## src/rtl/led_arb_pkg.sv

```systemverilog
// Shared types and constants for the LED owner arbiter: owner encoding,
// register map and reset values.
package led_arb_pkg;

    typedef enum logic [1:0] {
        OWNER_IDLE = 2'd0,
        OWNER_SW   = 2'd1,
        OWNER_DIP  = 2'd2,
        OWNER_BTN  = 2'd3
    } owner_e;

    localparam logic [1:0] ADDR_CTRL    = 2'd0;
    localparam logic [1:0] ADDR_SW_LED  = 2'd1;
    localparam logic [1:0] ADDR_STATUS  = 2'd2;
    localparam logic [1:0] ADDR_BTN_PAT = 2'd3;

    localparam int CTRL_SW_EN  = 0;
    localparam int CTRL_DIP_EN = 1;
    localparam int CTRL_BTN_EN = 2;

    localparam logic [2:0]  CTRL_RESET    = 3'b000;
    localparam logic [7:0]  SW_LED_RESET  = 8'h00;
    localparam logic [15:0] BTN_PAT_RESET = 16'hF00F;

    // Owner used whenever no button pattern holds the LEDs.
    function automatic owner_e fallback_owner(input logic [2:0] ctrl);
        owner_e owner;
        if (ctrl[CTRL_SW_EN]) begin
            owner = OWNER_SW;
        end else if (ctrl[CTRL_DIP_EN]) begin
            owner = OWNER_DIP;
        end else begin
            owner = OWNER_IDLE;
        end
        return owner;
    endfunction

endpackage

```

## src/rtl/led_owner_arbiter_if.sv

```systemverilog
// Avalon-MM slave port of the LED owner arbiter, as seen from the HPS
// lightweight bridge (master) and the arbiter (slave).
interface led_owner_arbiter_if;

    logic [1:0]  avs_address;
    logic        avs_read;
    logic        avs_write;
    logic [31:0] avs_writedata;
    logic [31:0] avs_readdata;

    modport master (
        output avs_address,
        output avs_read,
        output avs_write,
        output avs_writedata,
        input  avs_readdata
    );

    modport slave (
        input  avs_address,
        input  avs_read,
        input  avs_write,
        input  avs_writedata,
        output avs_readdata
    );

endinterface

```

## src/rtl/key_debounce.sv

```systemverilog
// One push-button: 2-flop synchronizer, stability counter and a one-cycle
// press pulse when the accepted level turns to pressed.
module key_debounce #(
    parameter int DEBOUNCE_CYCLES = 1_000_000
) (
    input  logic clk,
    input  logic reset,
    input  logic key_n,
    output logic level,
    output logic press
);

    localparam int CW = $clog2(DEBOUNCE_CYCLES + 1);

    logic [1:0]    sync_r;
    logic [CW-1:0] cnt_r;
    logic          level_r;
    logic          press_r;
    logic          pressed_s;

    assign pressed_s = ~sync_r[1];

    // Synchronize, then accept a new level only after it stayed unchanged
    // for DEBOUNCE_CYCLES consecutive cycles; any bounce restarts the count.
    always_ff @(posedge clk) begin
        if (reset) begin
            sync_r  <= 2'b11;
            cnt_r   <= {CW{1'b0}};
            level_r <= 1'b0;
            press_r <= 1'b0;
        end else begin
            sync_r  <= {sync_r[0], key_n};
            press_r <= 1'b0;
            if (pressed_s == level_r) begin
                cnt_r <= {CW{1'b0}};
            end else if (cnt_r == CW'(DEBOUNCE_CYCLES - 1)) begin
                cnt_r   <= {CW{1'b0}};
                level_r <= pressed_s;
                press_r <= pressed_s;
            end else begin
                cnt_r <= cnt_r + CW'(1);
            end
        end
    end

    assign level = level_r;
    assign press = press_r;

endmodule

```

## src/rtl/led_owner_arbiter.sv

```systemverilog
// Shares the 8-bit LED conduit between the HPS pattern register, transient
// button patterns and the live DIP switches, with an Avalon-MM control port.
module led_owner_arbiter
    import led_arb_pkg::*;
#(
    parameter int DEBOUNCE_CYCLES = 1_000_000,
    parameter int HOLD_CYCLES     = 25_000_000
) (
    input  logic                clk,
    input  logic                reset,
    led_owner_arbiter_if.slave  avs,
    input  logic [1:0]          button,
    input  logic [3:0]          dipsw,
    output logic [7:0]          led
);

    localparam int HW = $clog2(HOLD_CYCLES + 1);

    logic [2:0]    ctrl_r;
    logic [7:0]    sw_led_r;
    logic [15:0]   btn_pat_r;
    logic [7:0]    press_cnt_r;
    logic [3:0]    dip_meta_r;
    logic [3:0]    dip_sync_r;
    logic [31:0]   readdata_r;
    logic [7:0]    led_r;

    owner_e        state_r;
    owner_e        state_next_s;
    logic [HW-1:0] hold_r;
    logic [HW-1:0] hold_next_s;
    logic [7:0]    btn_led_r;
    logic [7:0]    btn_led_next_s;

    logic [1:0]    key_level_s;
    logic [1:0]    key_press_s;
    logic          btn_en_s;
    logic [31:0]   status_s;
    logic [31:0]   read_mux_s;
    logic          unused_wdata_s;

    assign unused_wdata_s = ^avs.avs_writedata[31:16];

    key_debounce #(.DEBOUNCE_CYCLES(DEBOUNCE_CYCLES)) u_key0 (
        .clk   (clk),
        .reset (reset),
        .key_n (button[0]),
        .level (key_level_s[0]),
        .press (key_press_s[0])
    );

    key_debounce #(.DEBOUNCE_CYCLES(DEBOUNCE_CYCLES)) u_key1 (
        .clk   (clk),
        .reset (reset),
        .key_n (button[1]),
        .level (key_level_s[1]),
        .press (key_press_s[1])
    );

    assign btn_en_s = ctrl_r[CTRL_BTN_EN];
    assign status_s = {16'h0000, press_cnt_r, dip_sync_r, key_level_s[1], key_level_s[0], state_r};

    // Read multiplexer; unused bits read as zero.
    always_comb begin
        read_mux_s = 32'h0000_0000;
        case (avs.avs_address)
            ADDR_CTRL:    read_mux_s = {29'd0, ctrl_r};
            ADDR_SW_LED:  read_mux_s = {24'd0, sw_led_r};
            ADDR_STATUS:  read_mux_s = status_s;
            ADDR_BTN_PAT: read_mux_s = {16'd0, btn_pat_r};
            default:      read_mux_s = 32'h0000_0000;
        endcase
    end

    // Register file writes and read-data capture; a same-cycle read sees the old value.
    always_ff @(posedge clk) begin
        if (reset) begin
            ctrl_r     <= CTRL_RESET;
            sw_led_r   <= SW_LED_RESET;
            btn_pat_r  <= BTN_PAT_RESET;
            readdata_r <= 32'h0000_0000;
        end else begin
            if (avs.avs_write) begin
                case (avs.avs_address)
                    ADDR_CTRL:    ctrl_r    <= avs.avs_writedata[2:0];
                    ADDR_SW_LED:  sw_led_r  <= avs.avs_writedata[7:0];
                    ADDR_BTN_PAT: btn_pat_r <= avs.avs_writedata[15:0];
                    default:      ;
                endcase
            end
            if (avs.avs_read) begin
                readdata_r <= read_mux_s;
            end
        end
    end

    // DIP synchronizer and press counter (counts every event, enabled or not).
    always_ff @(posedge clk) begin
        if (reset) begin
            dip_meta_r  <= 4'h0;
            dip_sync_r  <= 4'h0;
            press_cnt_r <= 8'h00;
        end else begin
            dip_meta_r  <= dipsw;
            dip_sync_r  <= dip_meta_r;
            press_cnt_r <= press_cnt_r + {7'd0, key_press_s[0]} + {7'd0, key_press_s[1]};
        end
    end

    // Owner next state: a press grabs the LEDs (key1 wins a tie) and
    // restarts the hold; BTN lasts exactly HOLD_CYCLES cycles.
    always_comb begin
        state_next_s   = state_r;
        hold_next_s    = hold_r;
        btn_led_next_s = btn_led_r;
        if (btn_en_s && (key_press_s != 2'b00)) begin
            state_next_s = OWNER_BTN;
            hold_next_s  = HW'(HOLD_CYCLES);
            if (key_press_s[1]) begin
                btn_led_next_s = btn_pat_r[15:8];
            end else begin
                btn_led_next_s = btn_pat_r[7:0];
            end
        end else if ((state_r == OWNER_BTN) && btn_en_s && (hold_r > HW'(1))) begin
            hold_next_s = hold_r - HW'(1);
        end else begin
            state_next_s = fallback_owner(ctrl_r);
            hold_next_s  = {HW{1'b0}};
        end
    end

    // Owner state, hold counter and latched button pattern.
    always_ff @(posedge clk) begin
        if (reset) begin
            state_r   <= OWNER_IDLE;
            hold_r    <= {HW{1'b0}};
            btn_led_r <= 8'h00;
        end else begin
            state_r   <= state_next_s;
            hold_r    <= hold_next_s;
            btn_led_r <= btn_led_next_s;
        end
    end

    // LED register driven from the current owner.
    always_ff @(posedge clk) begin
        if (reset) begin
            led_r <= 8'h00;
        end else begin
            case (state_r)
                OWNER_IDLE: led_r <= 8'h00;
                OWNER_SW:   led_r <= sw_led_r;
                OWNER_DIP:  led_r <= {4'h0, dip_sync_r};
                OWNER_BTN:  led_r <= btn_led_r;
                default:    led_r <= 8'h00;
            endcase
        end
    end

    assign led              = led_r;
    assign avs.avs_readdata = readdata_r;

endmodule

```

## src/flat_wrapper.sv

```systemverilog
// flat-port wrapper written by rule: the top's interface ports become plain ports
module led_owner_arbiter_flat import led_arb_pkg::*;
#(
    parameter int DEBOUNCE_CYCLES = 1_000_000,
    parameter int HOLD_CYCLES     = 25_000_000
)
  (clk, reset, button, dipsw, led, avs_avs_address, avs_avs_read, avs_avs_write, avs_avs_writedata, avs_avs_readdata);
  led_owner_arbiter_if avs_i ();
  input  logic clk;
  input  logic reset;
  input  logic [1:0] button;
  input  logic [3:0] dipsw;
  output logic [7:0] led;
  input wire logic [$bits(avs_i.avs_address)-1:0] avs_avs_address;
  input wire logic [$bits(avs_i.avs_read)-1:0] avs_avs_read;
  input wire logic [$bits(avs_i.avs_write)-1:0] avs_avs_write;
  input wire logic [$bits(avs_i.avs_writedata)-1:0] avs_avs_writedata;
  output wire logic [$bits(avs_i.avs_readdata)-1:0] avs_avs_readdata;
  assign avs_i.avs_address = avs_avs_address;
  assign avs_i.avs_read = avs_avs_read;
  assign avs_i.avs_write = avs_avs_write;
  assign avs_i.avs_writedata = avs_avs_writedata;
  assign avs_avs_readdata = avs_i.avs_readdata;
  led_owner_arbiter #(.DEBOUNCE_CYCLES(DEBOUNCE_CYCLES), .HOLD_CYCLES(HOLD_CYCLES)) u_core (.clk(clk), .reset(reset), .avs(avs_i), .button(button), .dipsw(dipsw), .led(led));
endmodule
```

## config.mk

```make
export PLATFORM = sky130hd
export DESIGN_NAME = led_owner_arbiter_flat
export DESIGN_NICKNAME = d
export VERILOG_FILES = /design/src/rtl/led_arb_pkg.sv /design/src/rtl/led_owner_arbiter_if.sv /design/src/rtl/key_debounce.sv /design/src/rtl/led_owner_arbiter.sv /design/src/flat_wrapper.sv
export SDC_FILE = /design/constraint.sdc
export NUM_CORES = 1
export LEC_CHECK = 0
export ABC_AREA = 1
export CAP_MARGIN = 20
export CORE_MARGIN = 2
export CORE_UTILIZATION = 56
export DETAILED_ROUTE_END_ITERATION = 16
export GPL_ROUTABILITY_DRIVEN = 0
export PLACE_DENSITY_LB_ADDON = 0.25
export SYNTH_ARGS = -nofsm -noshare
export SYNTH_HDL_FRONTEND = slang
export SYNTH_SLANG_ARGS = --single-unit
```

## constraint.sdc

```tcl
create_clock -name clk -period 2.1 [get_ports clk]
set_input_delay 0.315 -clock clk [delete_from_list [all_inputs] [get_ports clk]]
set_output_delay 0.315 -clock clk [all_outputs]
set_load 0.05 [all_outputs]
```

## Word level (Yosys, flattened, before mapping)

Index checks and enable logic that the tools add are counted.

- Bitwise operators: 7
- Div/mod/pow operators: 0
- Add/sub/neg operators: 5
- $mul: 0
- Muxes and demuxes: 9
- Equal/unequal tests: 11
- Reductions and logical operators: 16
- $lt $le $gt $ge: 1
- Shift-type cells: 0

Operator list:

| kind | number |
|---|---|
| case mux 32 bit (4 select lines) | 1 |
| two-way mux 25 bit | 2 |
| adder 20 x 1 -> 20 bit (second input constant) | 2 |
| equality test 20 bit (second input constant) | 2 |
| case mux 8 bit (4 select lines) | 1 |
| > comparator 25 x 1 -> 1 bit (second input constant) | 1 |
| subtractor 25 x 1 -> 25 bit (second input constant) | 1 |
| adder 8 x 1 -> 8 bit | 2 |
| OR reduction 3 bit | 5 |
| AND reduction 2 bit | 5 |
| equality test 2 bit (second input constant) | 4 |
| two-way mux 2 bit | 4 |
| two-way mux 8 bit | 1 |
| NOT 1 bit | 7 |
| equality test 2 x 1 -> 1 bit (second input constant) | 2 |
| logical NOT 2 bit | 2 |
| logical AND 1 bit | 3 |
| equality test 1 bit | 2 |
| != test 2 x 1 -> 1 bit (second input constant) | 1 |
| nonzero test 2 bit | 1 |

- Logic and storage cells: 69
- Memories kept: 0
- Output and inout port bits: 40
- Input port bits: 44
- Register bits after elaboration: 166
- RAM bits: 0
- ROM bits: 0
- Latch bits: 0

## Logic depth before layout (Yosys ltp)

Gate-level depths: netlist of the first run.

- Word-level depth: 5
- Mapped depth: 11
- Depth with buffers taken out: 11

## Modules after synthesis

A second synthesis of the first run with hierarchy kept.

- Cells, all modules: 978
- Area total of the unflattened synthesis: 7230.7 sq um

Modules (own cells, without submodules):

| module | cells an instance | seq. area each (sq um) | area an instance (sq um) | times used |
|---|---|---|---|---|
| led_owner_arbiter | 642 | 2042.0 | 4760.8 | 1 |
| key_debounce | 168 | 480.5 | 1234.9 | 2 |

## Least setup slack after synthesis of the first run

OpenSTA, ideal clock, no wires.

- Path kind: reg-to-reg
- From: register u_core.u_key1.press_r (netlist: u_core.u_key1.press)
- To: register u_core.press_cnt_r[7]
- Data required time: 1981 ps
- Path buffers: 1
- Setup time: 119 ps
- Period minus slack after synthesis: 1713 ps
- Cell stages (with the launch flop): 10
- Data arrival time: 1594 ps
- Setup slack: 387 ps
- Cell sequence: dfxtp_1 -> buf_4 -> inv_4 -> fa_1 -> inv_1 -> nand3_1 -> nor4_1 -> nand2_1 -> o21ai_0 -> a21oi_1

- Longest elaborated chain between the ends: 1

RTL lines:

| item | line | source |
|---|---|---|
| start, declared | key_debounce.sv:18 | `logic press_r;` |
| start signal, assigned | key_debounce.sv:39 | `press_r <= pressed_s;` |
| adder 8 x 1 -> 8 bit | led_owner_arbiter.sv:106 | `press_cnt_r <= press_cnt_r + {7'd0, key_press_s[0]} + {7'd0, key_press_s[1]};` |
| end signal, assigned | led_owner_arbiter.sv:106 |  |
| end, declared | led_owner_arbiter.sv:22 | `logic [7:0] press_cnt_r;` |

Every way passes these cells.
A chain may end at the register's enable or synchronous reset.

## Final worst setup path of the first run

- From: register u_core.readdata_r[4] (netlist: u_core.avs.avs_readdata[4])
- To: output avs_avs_readdata[4]

RTL lines:

| item | line | source |
|---|---|---|
| start, declared | led_owner_arbiter.sv:25 | `logic [31:0] readdata_r;` |
| start signal, assigned | led_owner_arbiter.sv:92 | `readdata_r <= read_mux_s;` |
| end, declared | flat_wrapper.sv:18 | `output wire logic [$bits(avs_i.avs_readdata)-1:0] avs_avs_readdata;` |

No word-level cell between the ends.

==> impl_metrics.py, run 1 <==
metrics = {
    "setup_path": {
        "required_ns": 1.78,
        "crit_path_start": "u_core.avs.avs_readdata[4]",
        "cp_max_fo": 2,
        "cp_top_family": "buffers and inverters",
        "cp_slowest_stage_delay_ns": 0.81,
        "crit_buf_inv": 1,
        "criticalPathCategory": "flip-flop to output port",
        "r2r-start": "u_core.u_key1.press",
        "end_kind": "output port",
        "crit_chain": "clkdlybuf4s50_1",
        "arrival_ns": 1.59,
        "startpoint_type": "flip-flop",
        "cp_slowest_cell": "clkdlybuf4s50_1",
    },
    "clock_tree": {
        "cts_root_buf": "clkbuf_16",
        "post-cts-setup-buffers": 0,
        "cts.clk_slew.worst_paths_ns": 0.07,
        "cts.path.max_buffers": 2,
        "clock_sinks": 150,
        "h-tree-depth": 4,
        "cts_buffers": 17,
        "cts_tree": "done",
        "hold_buffers": 0,
        "clk_latency_ns": 0.42,
        "cts_resized": 0,
    },
    "layout": {
        "final_cell_mix": "nand2_1 (165), dfxtp_1 (150), inv_1 (117)",
        "final_net_count": 1039,
        "fillerInstances": 1040,
        "num_antenna_cells": 0,
        "syn2layout_area_growth_pct": 17.3,
        "mostFrequentLayoutCell": "nand2_1",
        "layout-drive-gt1-share_pct": 11.8,
        "post-route-util_pct": 67.7,
    },
    "placement": {
        "io_buffers": 51,
        "dp_hpwl_um": 10700,
    },
    "grt": {
        "globalRouteMet3Util_pct": 6.54,
        "antenna_found_initial": 0,
        "use_met1_pct": 30.7,
        "grt_pass1_vias": 5482,
        "overflow": 0,
        "use_met2_pct": 38.0,
        "grt_first_pass_wirelength_um": 25200,
        "grt_usage_pct": 23.7,
        "top_usage_layer": "met2",
        "grt_max_degree": 48,
    },
    "routing": {
        "routed_via_density": 5.14,
        "drc": 0,
        "postRouteAntennaNets": 0,
        "wl_per_cell_um": 12.8,
        "drt_iter0_markers": 358,
        "firstDrtPassIters": 5,
        "routed_wl_um": 15000,
        "vias": 6018,
    },
    "floorplan": {
        "rows": 40,
        "io_pins": 84,
        "start_util_pct": 57.7,
        "die_area_um2": 13300,
        "fp.dieW_um": 116,
        "die_y_um": 116,
        "core_um2": 12100,
    },
    "sta": {
        "period_minus_slack_ns": 1.90,
        "tightest_slew_ns": 0.528,
        "setup-violations-final": 0,
        "clock_skew_ns": 0.00774,
        "hold_viol": 0,
        "slew_headroom_pct": 64.7,
        "rsz0062_at_grt": "no",
        "drv_slew": 0,
        "finalCritPeriodShare_pct": 90.7,
        "fmax_mhz": 525,
        "setup_tns_ns": 0,
    },
    "synthesis": {
        "async_flop_share_pct": 0,
        "synthXorXnorAreaFrac_pct": 2.77,
        "synth_area_um2": 6960,
        "synth_compound_area_share_pct": 13.0,
        "yosys.cell_types.count": 46,
        "synthSimpleGateAreaFrac_pct": 29.1,
        "synthFlopType": "dfxtp_1",
        "synth_area_per_cell_um2": 7.45,
        "synth_area_leader_cell": "dfxtp_1",
        "synth_top_family_by_area": "simple AND/OR/NAND/NOR gates",
        "ys_seq_area_share_pct": 43.1,
        "syn_inst": 935,
        "synthAdderAreaFrac_pct": 1.19,
        "ys_warn_count": 0,
        "ys_ff_latch": 150,
        "synth_edf_count": 0,
        "synth.area.mux_share_pct": 0,
        "yosysTopAreaCellShare_pct": 43.1,
        "synth.top_cells.by_area": "dfxtp_1 (43%), nand2_1 (8.9%), inv_1 (6.3%)",
    },
    "power": {
        "p_comb_share_pct": 6.2,
        "p_leak_nw": 3.32,
        "p_int_mw": 4.93,
        "total_power_mw": 6.51,
        "clkPwrFrac_pct": 48.7,
        "powerDensity_nw_per_um2": 797,
        "p_switching_mw": 1.58,
        "p_seq_share_pct": 45.1,
        "ir_drop_mv": 0.943,
        "netSwitchingFraction_pct": 24.3,
    },
    "run": {
        "max_cap_violations": 0,
    },
    "min_path": {
        "hp-class": "input port to flip-flop",
        "hp-start": "reset",
    },
    "run_status": {
        "outcome": "complete, no violations",
    },
}
## routing by layer
| metal | vias to the layer above | part of all wire (%) | routed length, um |
|---|---|---|---|
| li1 | 3094 | - | - |
| met1 | 2743 | 46 | 6910 |
| met2 | 161 | 47 | 6970 |
| met3 | 20 | 5.4 | 812 |
| met4 | 0 | 1.9 | 289 |
| met5 | - | 0 | 0 |
## final timing paths
check / to / slack, ns / cells past startpoint
max: avs_avs_readdata[4] / 0.20 / 1
min: u_core.dip_meta_r[0] / 0.20 / 2
max reg2reg: u_core.press_cnt_r[7] / 0.20 / 8
min reg2reg: u_core.dip_sync_r[0] / 0.40 / 2
## area by class of cell
class	instances	area, um^2	share of cell area [%]
Sequential cell	150	3000	36.8
Clock inverter	15	193	2.36
Clock buffer	17	425	5.21
Multi-Input combinational cell	633	3260	40.0
Inverter	122	463	5.67
Tap cell	168	210	2.57
Timing Repair Buffer	65	611	7.48
## cells by family after synthesis
logic type | after synthesis
other | 1
XOR/XNOR | 22
AO/OA/AOI/OAI | 163
adder cells (fa/ha/maj) | 6
flip-flops | 150
buffers and inverters | 167
AND/OR/NAND/NOR | 426
## per-stage QoR
step | hold slack [ns] | worst slack, ns | std cells | area [um^2]
4_1_cts | 0.189 | 0.173 | 1170 | 8170
3_3_place_gp | 0.390 | 0.128 | 1138 | 7550
2_1_floorplan | 0.388 | 0.387 | 950 | 7020
3_5_place_dp | 0.394 | 0.0957 | 1138 | 7550
5_1_grt | 0.196 | 0.0388 | 1170 | 8170
6_report | 0.198 | 0.196 | 1170 | 8170
## cells in the mapped netlist, types with 3 or more instances
cell type,number
nand2_1,165
dfxtp_1,150
inv_1,117
nor2_1,109
a21oi_1,77
o21ai_0,56
nand3_1,34
nor2_2,24
nor3_1,24
buf_4,19
nand4_1,17
xor2_1,15
a31oi_1,10
clkbuf_1,10
or2_2,10
buf_2,9
nand2_2,9
o221ai_1,9
xnor2_1,7
nor3_2,6
ha_1,5
nor2_4,5
o22ai_1,5
nand3_2,4
nand3b_1,4
buf_1,3
buf_6,3
inv_2,3
nor4_1,3
## sequential cells by signal, indices dropped and copies added (netlist names)
register	flops
u_core.u_key0.press	1
u_core.state_r	2
u_core.u_key0.cnt_r	20
u_core.dip_meta_r	4
u_core.avs.avs_readdata	16
u_core.u_key1.level	1
u_core.u_key1.sync_r	2
u_core.btn_led_r	8
u_core.press_cnt_r	8
u_core.ctrl_r	3
u_core.led	8
u_core.u_key1.cnt_r	20
u_core.u_key0.sync_r	2
u_core.sw_led_r	8
u_core.btn_pat_r	16
u_core.hold_r	25
u_core.u_key1.press	1
u_core.u_key0.level	1
u_core.dip_sync_r	4
## power by group through the flow
stage / logic (mW) / clock network, mW / registers (mW)
finish: 0.405 / 3.17 / 2.93
global route: 0.440 / 3.35 / 2.94
detailed placement: 0.400 / 0 / 3.00
floorplan: 0.238 / 0 / 3.04
CTS: 0.403 / 3.21 / 2.93
global placement: 0.397 / 0 / 2.99
No activity file was read; power rests on OpenSTA's default activity.
==> run 2, diff against run 1 <==
- MAX_ROUTING_LAYER: unset -> met4
==> run 2 against run 1 <==
  * Via count grew 0.61%
  * First-iteration DRC count is 4.2% lower
  * Sequential power about the same
  * Critical endpoint is now u_core.press_cnt_r[7]
  * Largest power group unchanged
  * Core utilization did not move
  * Sequential share of layout area stayed put
  * Non-clock buffer count stayed put
  * Critical path type is now flip-flop to flip-flop
  * Fmax increased by 0.36%
  * Cell count stayed put
  * Wire length up 0.42%
==> impl_metrics.py, run 2 (synthesis results as in run 1) <==
metrics = {
    "sta": {
        "tightest_slew_ns": 0.529,
        "slew_headroom_pct": 64.6,
        "rsz0062_at_grt": "no",
        "period_minus_slack_ns": 1.90,
        "hold_viol": 0,
        "setup-violations-final": 0,
        "fmax_mhz": 527,
        "drv_slew": 0,
        "finalCritPeriodShare_pct": 90.3,
        "clock_skew_ns": 0.00775,
        "setup_tns_ns": 0,
    },
    "setup_path": {
        "crit_chain": "inv_4 -> fa_1 -> inv_1 -> nand3_1 -> nor4_1 -> nand2_1 -> o21ai_0 -> a21oi_1",
        "required_ns": 2.41,
        "crit_buf_inv": 2,
        "criticalPathCategory": "flip-flop to flip-flop",
        "cp_max_fo": 4,
        "cp_slowest_stage_delay_ns": 0.41,
        "cp_slowest_cell": "fa_1",
        "end_kind": "flip-flop",
        "arrival_ns": 2.21,
        "startpoint_type": "flip-flop",
        "cp_top_family": "simple AND/OR/NAND/NOR gates",
    },
    "clock_tree": {
        "cts_root_buf": "clkbuf_16",
        "hold_buffers": 0,
        "cts_tree": "done",
        "cts.path.max_buffers": 2,
        "clk_latency_ns": 0.42,
        "post-cts-setup-buffers": 0,
        "cts.clk_slew.worst_paths_ns": 0.06,
        "cts_resized": 0,
        "h-tree-depth": 4,
        "cts_buffers": 17,
        "clock_sinks": 150,
    },
    "floorplan": {
        "rows": 40,
        "fp.dieW_um": 116,
        "start_util_pct": 57.7,
        "die_area_um2": 13300,
        "io_pins": 84,
        "die_y_um": 116,
        "core_um2": 12100,
    },
    "layout": {
        "largest-register": "u_core.hold_r",
        "stdcell_count": 1170,
        "reg_top3": "u_core.hold_r x25, u_core.u_key0.cnt_r x20, u_core.u_key1.cnt_r x20",
        "final_net_count": 1039,
        "largest_register_ffs": 25,
        "final_cell_mix": "nand2_1 (165), dfxtp_1 (150), inv_1 (117)",
        "syn2layout_area_growth_pct": 17.3,
        "num_antenna_cells": 0,
        "mostFrequentLayoutCell": "nand2_1",
        "layout-drive-gt1-share_pct": 11.8,
    },
    "power": {
        "total_power_mw": 6.50,
        "p_switching_mw": 1.58,
        "clkPwrFrac_pct": 48.7,
        "powerDensity_nw_per_um2": 796,
        "p_comb_share_pct": 6.2,
        "ir_drop_mv": 0.943,
        "netSwitchingFraction_pct": 24.3,
        "p_seq_share_pct": 45.1,
        "p_int_mw": 4.93,
        "p_leak_nw": 3.32,
    },
    "routing": {
        "postRouteAntennaNets": 0,
        "wl_met2_um": 6980,
        "dr_wl_met3_um": 817,
        "wl_per_cell_um": 12.9,
        "firstDrtPassIters": 7,
        "drt-met1-wl_um": 6930,
        "drc": 0,
        "routed_wl_um": 15000,
        "routed.top_layer": "met4",
        "vias": 6055,
        "routed_via_density": 5.18,
        "drt_iter0_markers": 343,
    },
    "grt": {
        "antenna_found_initial": 0,
        "grt_pass1_vias": 5496,
        "grt_max_degree": 48,
        "grt_first_pass_wirelength_um": 25100,
        "overflow": 0,
        "grt_usage_pct": 24.4,
    },
    "min_path": {
        "hp-class": "input port to flip-flop",
    },
    "placement": {
        "io_buffers": 51,
        "dp_hpwl_um": 10700,
        "dpl.cell_count": 1138,
    },
    "run_status": {
        "outcome": "complete, no violations",
    },
    "run": {
        "max_cap_violations": 0,
    },
}
-- run 2: cell counts in the layout (fill, tap and decap cells not counted) --
No cell type changed its count.
-- run 2: worst paths after layout --
kind                             start                     to  slack (ns)  depth (start not counted)
setup / recovery   u_core.u_key1.press  u_core.press_cnt_r[7]        0.20                          8
setup reg to reg   u_core.u_key1.press  u_core.press_cnt_r[7]        0.20                          8
hold / removal                   reset  u_core.press_cnt_r[1]        0.20                          2
hold reg to reg   u_core.dip_meta_r[0]   u_core.dip_sync_r[0]        0.40                          2
-- run 2: area by class of cell --
class	count	area [um^2]
Clock buffer	17	425
Clock inverter	15	193
Fill cell	1040	3890
Inverter	122	463
Multi-Input combinational cell	633	3260
Sequential cell	150	3000
Tap cell	168	210
Timing Repair Buffer	65	611
-- run 2: metrics by stage --
step	hold slack, ns	utilization, %	setup slack [ns]	area, um^2
4_1_cts	0.189	67.7	0.173	8170
6_report	0.197	67.7	0.203	8170
3_5_place_dp	0.394	62.6	0.0957	7550
2_1_floorplan	0.388	-	0.387	7020
3_3_place_gp	0.390	62.6	0.128	7550
5_1_grt	0.197	67.7	0.0401	8170
-- run 2: power groups by stage --
stage / combinational [mW] / clock (mW) / sequential [mW]
after global routing: 0.440 / 3.35 / 2.94
after CTS: 0.403 / 3.21 / 2.93
final: 0.406 / 3.17 / 2.93
after detailed placement: 0.400 / 0 / 3.00
after floorplan: 0.238 / 0 / 3.04
after global placement: 0.397 / 0 / 2.99
-- run 2: per-layer routing --
| metal | track usage [%] | up-vias |
|---|---|---|
| met5 | - | - |
| met4 | 8.76 | 0 |
| met3 | 6.43 | 23 |
| met2 | 37.9 | 182 |
| met1 | 30.8 | 2754 |
| li1 | - | 3096 |
